`src/rtl/core_sched_pkg.sv`:
```
`default_nettype none
// ----------------------------------------------------------------------------
// Module   : core_sched_pkg
// Purpose  : Shared state encoding and constants for the core memory scheduler.
// Revision : 1.0 - initial release
// ----------------------------------------------------------------------------
package core_sched_pkg;

  // All four byte lanes; every read is a full-word access.
  localparam logic [3:0] BE_ALL = 4'b1111;

  typedef enum logic [2:0] {
    IDLE   = 3'd0,
    F_REQ  = 3'd1,
    F_WAIT = 3'd2,
    EXEC   = 3'd3,
    R_REQ  = 3'd4,
    R_WAIT = 3'd5,
    W_REQ  = 3'd6,
    STEP   = 3'd7
  } sched_state_t;

endpackage
`default_nettype wire

```
`src/rtl/sched_mem_if.sv`:
```
`default_nettype none
// ----------------------------------------------------------------------------
// Module   : sched_mem_if
// Purpose  : Single-outstanding req/gnt/rvalid transaction tracker. A read is
//            pending from its grant until rvalid; rvalid with nothing pending
//            is discarded, so stray responses never reach the sequencer.
// Revision : 1.0 - initial release
// ----------------------------------------------------------------------------
module sched_mem_if (
  input  logic clk,
  input  logic rst,
  input  logic i_start,
  input  logic i_write,
  input  logic i_mem_gnt,
  input  logic i_mem_rvalid,
  output logic o_mem_req,
  output logic o_accepted,
  output logic o_data_valid
);

  logic r_pending;

  // A new request is only presented once any earlier read has completed.
  assign o_mem_req    = i_start & ~r_pending;
  assign o_accepted   = o_mem_req & i_mem_gnt;
  assign o_data_valid = r_pending & i_mem_rvalid;

  // Track the one outstanding read; writes complete at grant.
  always_ff @(posedge clk or negedge rst) begin
    if (!rst) begin
      r_pending <= 1'b0;
    end else if (o_accepted && !i_write) begin
      r_pending <= 1'b1;
    end else if (i_mem_rvalid) begin
      r_pending <= 1'b0;
    end
  end

endmodule
`default_nettype wire

```
`src/rtl/core_mem_sched.sv`:
```
`default_nettype none
// ----------------------------------------------------------------------------
// Module   : core_mem_sched
// Purpose  : Shares one single-ported RAM between fetch, load and store of a
//            single-cycle core, retiring one instruction per clk_en pulse.
// Revision : 1.0 - initial release
// ----------------------------------------------------------------------------
module core_mem_sched
  import core_sched_pkg::*;
#(
  parameter int ADDR_WIDTH = 31,
  parameter int DATA_WIDTH = 31
) (
  input  logic                  clk,
  input  logic                  rst,
  input  logic                  i_run,
  input  logic                  i_step,
  output logic                  o_core_clk_en,
  input  logic [ADDR_WIDTH:0]   i_core_fetch_addr,
  output logic [DATA_WIDTH:0]   o_core_fetch_data,
  input  logic                  i_core_read_req,
  input  logic [ADDR_WIDTH:0]   i_core_read_addr,
  output logic [DATA_WIDTH:0]   o_core_read_data,
  input  logic                  i_core_write_enable,
  input  logic [3:0]            i_core_byte_enable,
  input  logic [ADDR_WIDTH:0]   i_core_write_addr,
  input  logic [DATA_WIDTH:0]   i_core_write_data,
  output logic                  o_mem_req,
  input  logic                  i_mem_gnt,
  output logic                  o_mem_we,
  output logic [3:0]            o_mem_be,
  output logic [ADDR_WIDTH:0]   o_mem_addr,
  output logic [DATA_WIDTH:0]   o_mem_wdata,
  input  logic                  i_mem_rvalid,
  input  logic [DATA_WIDTH:0]   i_mem_rdata,
  output logic                  o_busy,
  output logic [31:0]           o_retired
);

  sched_state_t              r_state;
  sched_state_t              w_next;
  logic                      w_start;
  logic                      w_we;
  logic [3:0]                w_be;
  logic [ADDR_WIDTH:0]       w_addr;
  logic [DATA_WIDTH:0]       w_wdata;
  logic                      w_accepted;
  logic                      w_data_valid;
  logic [DATA_WIDTH:0]       r_fetch_buf;
  logic [DATA_WIDTH:0]       r_read_buf;
  logic [31:0]               r_retired;

  sched_mem_if u_mem_if (
    .clk          (clk),
    .rst          (rst),
    .i_start      (w_start),
    .i_write      (w_we),
    .i_mem_gnt    (i_mem_gnt),
    .i_mem_rvalid (i_mem_rvalid),
    .o_mem_req    (o_mem_req),
    .o_accepted   (w_accepted),
    .o_data_valid (w_data_valid)
  );

  // Request fields come straight from the gated core, so they stay stable
  // for as long as the request waits for a grant.
  always_comb begin
    w_start = 1'b0;
    w_we    = 1'b0;
    w_be    = 4'b0000;
    w_addr  = '0;
    w_wdata = '0;
    case (r_state)
      F_REQ: begin
        w_start = 1'b1;
        w_be    = BE_ALL;
        w_addr  = i_core_fetch_addr;
      end
      R_REQ: begin
        w_start = 1'b1;
        w_be    = BE_ALL;
        w_addr  = i_core_read_addr;
      end
      W_REQ: begin
        w_start = 1'b1;
        w_we    = 1'b1;
        w_be    = i_core_byte_enable;
        w_addr  = i_core_write_addr;
        w_wdata = i_core_write_data;
      end
      default: ;
    endcase
  end

  // Step sequencing; a store wins over a simultaneous load request.
  always_comb begin
    w_next = r_state;
    case (r_state)
      IDLE:    if (i_run || i_step) w_next = F_REQ;
      F_REQ:   if (w_accepted) w_next = F_WAIT;
      F_WAIT:  if (w_data_valid) w_next = EXEC;
      EXEC: begin
        if (i_core_write_enable)  w_next = W_REQ;
        else if (i_core_read_req) w_next = R_REQ;
        else                      w_next = STEP;
      end
      R_REQ:   if (w_accepted) w_next = R_WAIT;
      R_WAIT:  if (w_data_valid) w_next = STEP;
      W_REQ:   if (w_accepted) w_next = STEP;
      STEP:    w_next = i_run ? F_REQ : IDLE;
      default: w_next = IDLE;
    endcase
  end

  // State register.
  always_ff @(posedge clk or negedge rst) begin
    if (!rst) r_state <= IDLE;
    else      r_state <= w_next;
  end

  // Capture instruction and load data; both hold until the next capture.
  always_ff @(posedge clk or negedge rst) begin
    if (!rst) begin
      r_fetch_buf <= '0;
      r_read_buf  <= '0;
    end else begin
      if (r_state == F_WAIT && w_data_valid) r_fetch_buf <= i_mem_rdata;
      if (r_state == R_WAIT && w_data_valid) r_read_buf  <= i_mem_rdata;
    end
  end

  // Count retired instructions, wrapping at 2^32.
  always_ff @(posedge clk or negedge rst) begin
    if (!rst)                 r_retired <= 32'd0;
    else if (r_state == STEP) r_retired <= r_retired + 32'd1;
  end

  assign o_mem_we          = w_we;
  assign o_mem_be          = w_be;
  assign o_mem_addr        = w_addr;
  assign o_mem_wdata       = w_wdata;
  assign o_core_clk_en     = (r_state == STEP);
  assign o_busy            = (r_state != IDLE);
  assign o_core_fetch_data = r_fetch_buf;
  assign o_core_read_data  = r_read_buf;
  assign o_retired         = r_retired;

endmodule
`default_nettype wire

```
`config.mk`:
```
export PLATFORM = sky130hd
export DESIGN_NAME = core_mem_sched
export DESIGN_NICKNAME = d
export VERILOG_FILES = /design/src/rtl/core_sched_pkg.sv /design/src/rtl/sched_mem_if.sv /design/src/rtl/core_mem_sched.sv
export SDC_FILE = /design/constraint.sdc
export NUM_CORES = 1
export LEC_CHECK = 0
export BUFFER_PORTS_ARGS = -buffer_cell sky130_fd_sc_hd__buf_2
export CAP_MARGIN = 20
export CORE_MARGIN = 8
export CORE_UTILIZATION = 30
export DETAILED_ROUTE_END_ITERATION = 7
export PLACE_DENSITY = 0.66
export SLEW_MARGIN = 20
export SYNTH_ARGS = -nofsm -noshare
export SYNTH_HDL_FRONTEND = slang
export SYNTH_SLANG_ARGS = --single-unit
```
`constraint.sdc`:
```
create_clock -name clk -period 2.2 [get_ports clk]
set_clock_uncertainty 0.1 [all_clocks]
set_input_delay 0.22 -clock clk [delete_from_list [all_inputs] [get_ports clk]]
set_output_delay 0.22 -clock clk [all_outputs]
set_load 0.05 [all_outputs]
```
==> After elaboration in Yosys (flattened, before gate mapping) <==
Cells that the tools add are included.
{ "word_totals": {"ff_bits": 100, "latchBits": 0, "ram_bits": 0, "mem_bits_ro": 0, "in_bits": 172, "out_inout_bits": 168, "word_cells": 51, "mem_count": 0} }
{ "op_classes": {"n_addsub": 1, "mul": 0, "div_mod_pow": 0, "magnitude_cmp": 0, "n_eq_ne": 13, "shift": 0, "n_mux": 17, "bitwise": 4, "reduce_logical": 11} }
{ "ops": {"columns": ["op", "n"], "rows": [
  ["32-bit one-hot mux with 3 select lines", 1],
  ["32-bit by 1-bit adder with 32-bit output (second input constant)", 1],
  ["32-bit 2-to-1 mux", 1],
  ["3-bit one-hot mux with 8 select lines", 1],
  ["3-bit 2-to-1 mux", 6],
  ["3-bit == test (second input constant)", 4],
  ["4-bit one-hot mux with 2 select lines", 1],
  ["3-bit by 2-bit == test with 1-bit output (second input constant)", 2],
  ["2-bit by 1-bit inequality test with 1-bit output (second input constant)", 3],
  ["2-bit inequality test (second input constant)", 3],
  ["6-bit AND reduction", 1],
  ["1-bit 2-to-1 mux", 5],
  ["2-bit 2-to-1 mux", 2],
  ["1-bit bitwise AND", 3],
  ["3-bit by 1-bit == test with 1-bit output (second input constant)", 1],
  ["1-bit logical AND", 3],
  ["3-bit logical NOT", 1],
  ["3-bit nonzero test", 1],
  ["3-bit OR reduction", 1],
  ["2-bit nonzero test", 1],
  ["2-bit OR reduction", 1],
  ["1-bit logical NOT", 1],
  ["1-bit logical OR", 1],
  ["1-bit NOT", 1]
]} }

==> Logic depth before layout (Yosys ltp) <==
{ "depth": {"depth_word": 7, "depth_mapped": 6, "depth_no_buf": 5} }

==> Hierarchy <==
A second synthesis with hierarchy kept.
{ "hier_totals": {"hier_cells": 456, "area_unflattened_um2": 5077.4} }
{ "by_module_without_submodules": {"columns": ["module", "n_inst", "cells_per_inst", "area_each_um2", "seq_area_each_um2"], "rows": [
  ["core_mem_sched", 1, 449, 5013.6, 2477.4],
  ["sched_mem_if", 1, 7, 63.8, 25.0]
]} }

==> Worst setup path before layout <==
Ideal clock, no wire load.
{ "synth_timing": {"kind": "reg2out", "startpoint": "reg r_state[2]", "endpoint": "out o_mem_addr[24]", "arrival_ns": 2.335, "t_required_ns": 1.880, "setup_slack_ns": -0.455, "path_stages_with_launch": 7, "n_path_buf": 3, "path_cell_list": "dfrtp_1 -> clkbuf_2 -> nor2b_1 -> buf_2 -> buf_1 -> a22oi_1 -> o21ai_0"} }
{ "synth_via": {"elab_chain_cells": 2, "elab_cells_between_ends": 4, "cone_classes": "3 x eq/ne; 1 x mux"} }
{ "synth_lines": {"columns": ["element", "line_no", "source"], "rows": [
  ["start: declaration", "core_mem_sched.sv:40", "sched_state_t r_state;"],
  ["start signal: assignment", "core_mem_sched.sv:118", "else r_state <= w_next;"],
  ["3-bit == test or 3-bit by 1-bit == test with 1-bit output (tied branches)", "core_mem_sched.sv:73", "case (r_state)"],
  ["32-bit one-hot mux with 3 select lines (*)", "core_mem_sched.sv:73", null],
  ["end: declaration", "core_mem_sched.sv:32", "output logic [ADDR_WIDTH:0] o_mem_addr,"]
]} }
Every way passes the cells marked *; elsewhere a longest branch is shown, timed or not.

==> Worst setup path after layout <==
{ "layout_timing": {"startpoint": "reg r_state[0]", "endpoint": "out o_mem_addr[27]"} }
The elaborated chain is that of the path after synthesis.

==> run summary <==
Status: finished, final reports clean
Synth Area in Simple Gates: 0.157
Tightest Pin Transition: 0.547 ns
Die footprint: 21,000 um^2
First-pass GRT wire length: 29.1 mm
Proportion of synthesized area in mux cells: 0.150
Clk buf depth: 2
WP buf/inv: 2
Final Util: 0.462
RSZ-0062 raised after global routing: false
Setup TNS: 0 ns
Crit path DAT: 1.80 ns
Final hold vios: 0
Cell area after synthesis: 5000 um^2
Type of the worst min-delay path: input pin to register
GR Util met1: 0.202
Worst setup SP type: register
Largest net degree at the start of global routing: 66
Wire length per cell: 19.0 um
Crit-path cells: and3b_2, buf_12, nand2_1, o21ai_2, buf_2
First-pass DRT Iterations: 4
DRT antenna net count: 0
Drt drc: 0
Final Wtd Congestion: 0.828
CTS tree: yes
Final Routed Wirelength: 19.2 mm
Clk network pwr share: 0.144
Final setup violation count: 0
GRT busiest layer: met2
Slew headroom: 0.634
Starting Density: 0.304
Nets: 962
Total power: 11.7 mW
Peak supply drop: 0.000864 V
Combinational Power Share: 0.619
Inserted Clock Buffers: 9
Root Buffer: clkbuf_16
Grt met3 use: 0.0491
PortBufs: 339
CP top delay family: buffers and inverters
Crit end category: output pin
Max incr delay on CP: 0.46 ns
Finished Layout Cells: 1,015
Syn_nets: 627
Switch share: 0.538
Layout cells sized above 1: 0.601
GR Overflow Total: 0
Core area: 16,500 um^2
DR iter-0 viols: 153
Die width: 145 um
Worst path required time: 1.88 ns
Area Growth Syn to Fin: 52.1%
Initial antenna violation count: 1
Max cap viols: 0
Net Sw Power: 6.31 mW
Tot GR Track Use: 0.172
Via count of the first global-routing pass: 4,837
Leakage: 4.02 nW
Pins over their slew limit: 0
Synthesis Warnings: 0
Sequential area share after synthesis: 0.501
Fmax: 473 MHz
Most frequent cells in the layout: buf_2 (328), dfrtp_1 (97), mux2_2 (65)
Die Ht: 145 um
Worst-path clk slew: 0.07 ns
Synth Area in Adders: 0.00250
PwrDens: 1540 nW/um^2
Most common cell after layout, fill and taps aside: buf_2
Clk sinks: 100
CTS H-tree lvls: 3
Sequential power share: 0.237
Cells after Synth: 454
Post-DP HPWL: 15.1 mm
Worst Path Max Fanout: 33
Placed instance count: 994
DR vias/cell: 4.74
Met2 Track Usage GR: 0.297
Slowest stage cell on the critical path: dfrtp_2
Period minus WS final: 2.12 ns
Core Rows: 47
Worst-Skew Late Latency: 0.34 ns
Period utilisation layout: 0.961
Critical path class: register to output pin
Syn_area_per_cell: 11.0 um^2
Synth unique cells: 38
Routed via count: 4,812
Synth Area in Compound Gates: 0.0991
Largest family of logic cells by synthesized area: simple AND/OR/NAND/NOR gates
Xor/xnor share of the synthesized area: 0.0561
Synthesized flop and latch total: 100
Internal power: 5.43 mW
IO Count: 340
## power groups by stage
| stage | combinational (mW) | sequential (mW) | clock, mW |
|---|---|---|---|
| floorplan | 3.40 | 4.61 | 0 |
| global placement | 7.21 | 2.80 | 0 |
| detailed placement | 7.24 | 2.83 | 0 |
| CTS | 7.26 | 2.80 | 1.74 |
| global route | 7.58 | 2.87 | 1.81 |
| finish | 7.26 | 2.79 | 1.69 |
## worst register-to-register path, stage by stage, from the launching register on
cell     delay [ns]
dfrtp_2        0.46
buf_4          0.19
nor4b_4        0.32
buf_12         0.26
mux2_2         0.38
## timing repair
item,in CTS,in global routing
setup endpoints to repair,38,52
buffers inserted,0,1
resized for setup,1,5
hold buffers,2,0
pin swaps,0,0
hold endpoints to repair,25,0
gates cloned,0,1
## layout make-up
type	count	area [um^2]
tap	220	275
antenna	1	2.50
clock buffer	10	229
timing repair buffer	358	2040
clock inverter	6	88.8
sequential	100	2510
multi-input combinational	318	2450
fill	1573	8860
inverter	2	7.51
## cells by family (layout without fill, tap and decap cells)
kind of cell               after synthesis  count (layout)
and+or+nand+nor                        140             140
DFF                                    100             100
AOI/OAI and AO/OA                       78              78
muxes                                   67              67
buffers and inverters                   36             376
xor gates and xnor gates                32              32
adders and majority gates                1               1
other                                    0               1
## layer usage
| metal | share of wire | vias to the layer above | wire (um) |
|---|---|---|---|
| met5 | 0.00068 | - | 13 |
| met4 | 0.020 | 2 | 379 |
| met3 | 0.074 | 26 | 1420 |
| met2 | 0.50 | 198 | 9710 |
| met1 | 0.40 | 2310 | 7720 |
| li1 | - | 2276 | - |
## worst paths after layout
check                               startpoint                     to  depth (start not counted)  slack, ns
worst max-delay path                r_state[0]         o_mem_addr[27]                          5       0.08
worst min-delay path            i_mem_rdata[5]   o_core_fetch_data[5]                          2       0.02
worst max register to register      r_state[0]  o_core_fetch_data[18]                          4       0.38
worst min register to register   o_retired[31]          o_retired[31]                          1       0.38
max in group asynchronous                  rst             r_state[2]                          3       1.08
min in group asynchronous                  rst   o_core_fetch_data[3]                          2       0.22
## flip-flops by register name, indices dropped and copies added (netlist names)
register and count:
o_retired 32, o_core_fetch_data 32, u_mem_if.r_pending 1, o_core_read_data 32
r_state 3
## stage by stage
stage	worst slack, ns	area, um^2	hold WS (ns)
2_1_floorplan	-0.0789	5110	-0.176
3_3_place_gp	0.325	7220	0.0588
3_5_place_dp	0.282	7220	0.0575
4_1_cts	0.00397	7560	0.00836
5_1_grt	0.00223	7600	0.0121
6_report	0.0848	7600	0.0234
## cells in the mapped netlist
cell type  number  share of area
and2_1         34          0.043
o22a_1          1         0.0018
buf_1           1        0.00075
a31oi_1         1         0.0013
nor4_1          2         0.0025
and4_1          3         0.0053
nand4_4         1         0.0043
dfrtp_1       100           0.50
and3b_1         2         0.0035
nor2b_1         3         0.0038
inv_1           2         0.0015
nor3_1          2         0.0020
o21ai_0        34          0.034
xnor2_1        26          0.046
nand3b_1        2         0.0030
nor4_2          1         0.0025
a22oi_1        33          0.050
a21o_1          5         0.0075
ha_1            1         0.0025
xor2_1          6          0.011
nand2b_1        2         0.0025
nor3b_2         1         0.0025
nor2_1          8         0.0060
buf_4           7          0.011
clkbuf_1       18          0.014
o21ba_2         1         0.0020
nand2_1        47          0.035
nor4_4          1         0.0043
nand3_1        14          0.014
and3_1          4         0.0050
mux2_2         65           0.15
nand4_1        11          0.014
or3_1           1         0.0013
a21oi_1         3         0.0030
buf_2           7         0.0070
mux2i_1         2         0.0040
clkbuf_2        1         0.0010
nor4b_2         1         0.0030
Power figures use the tool's default switching activity.
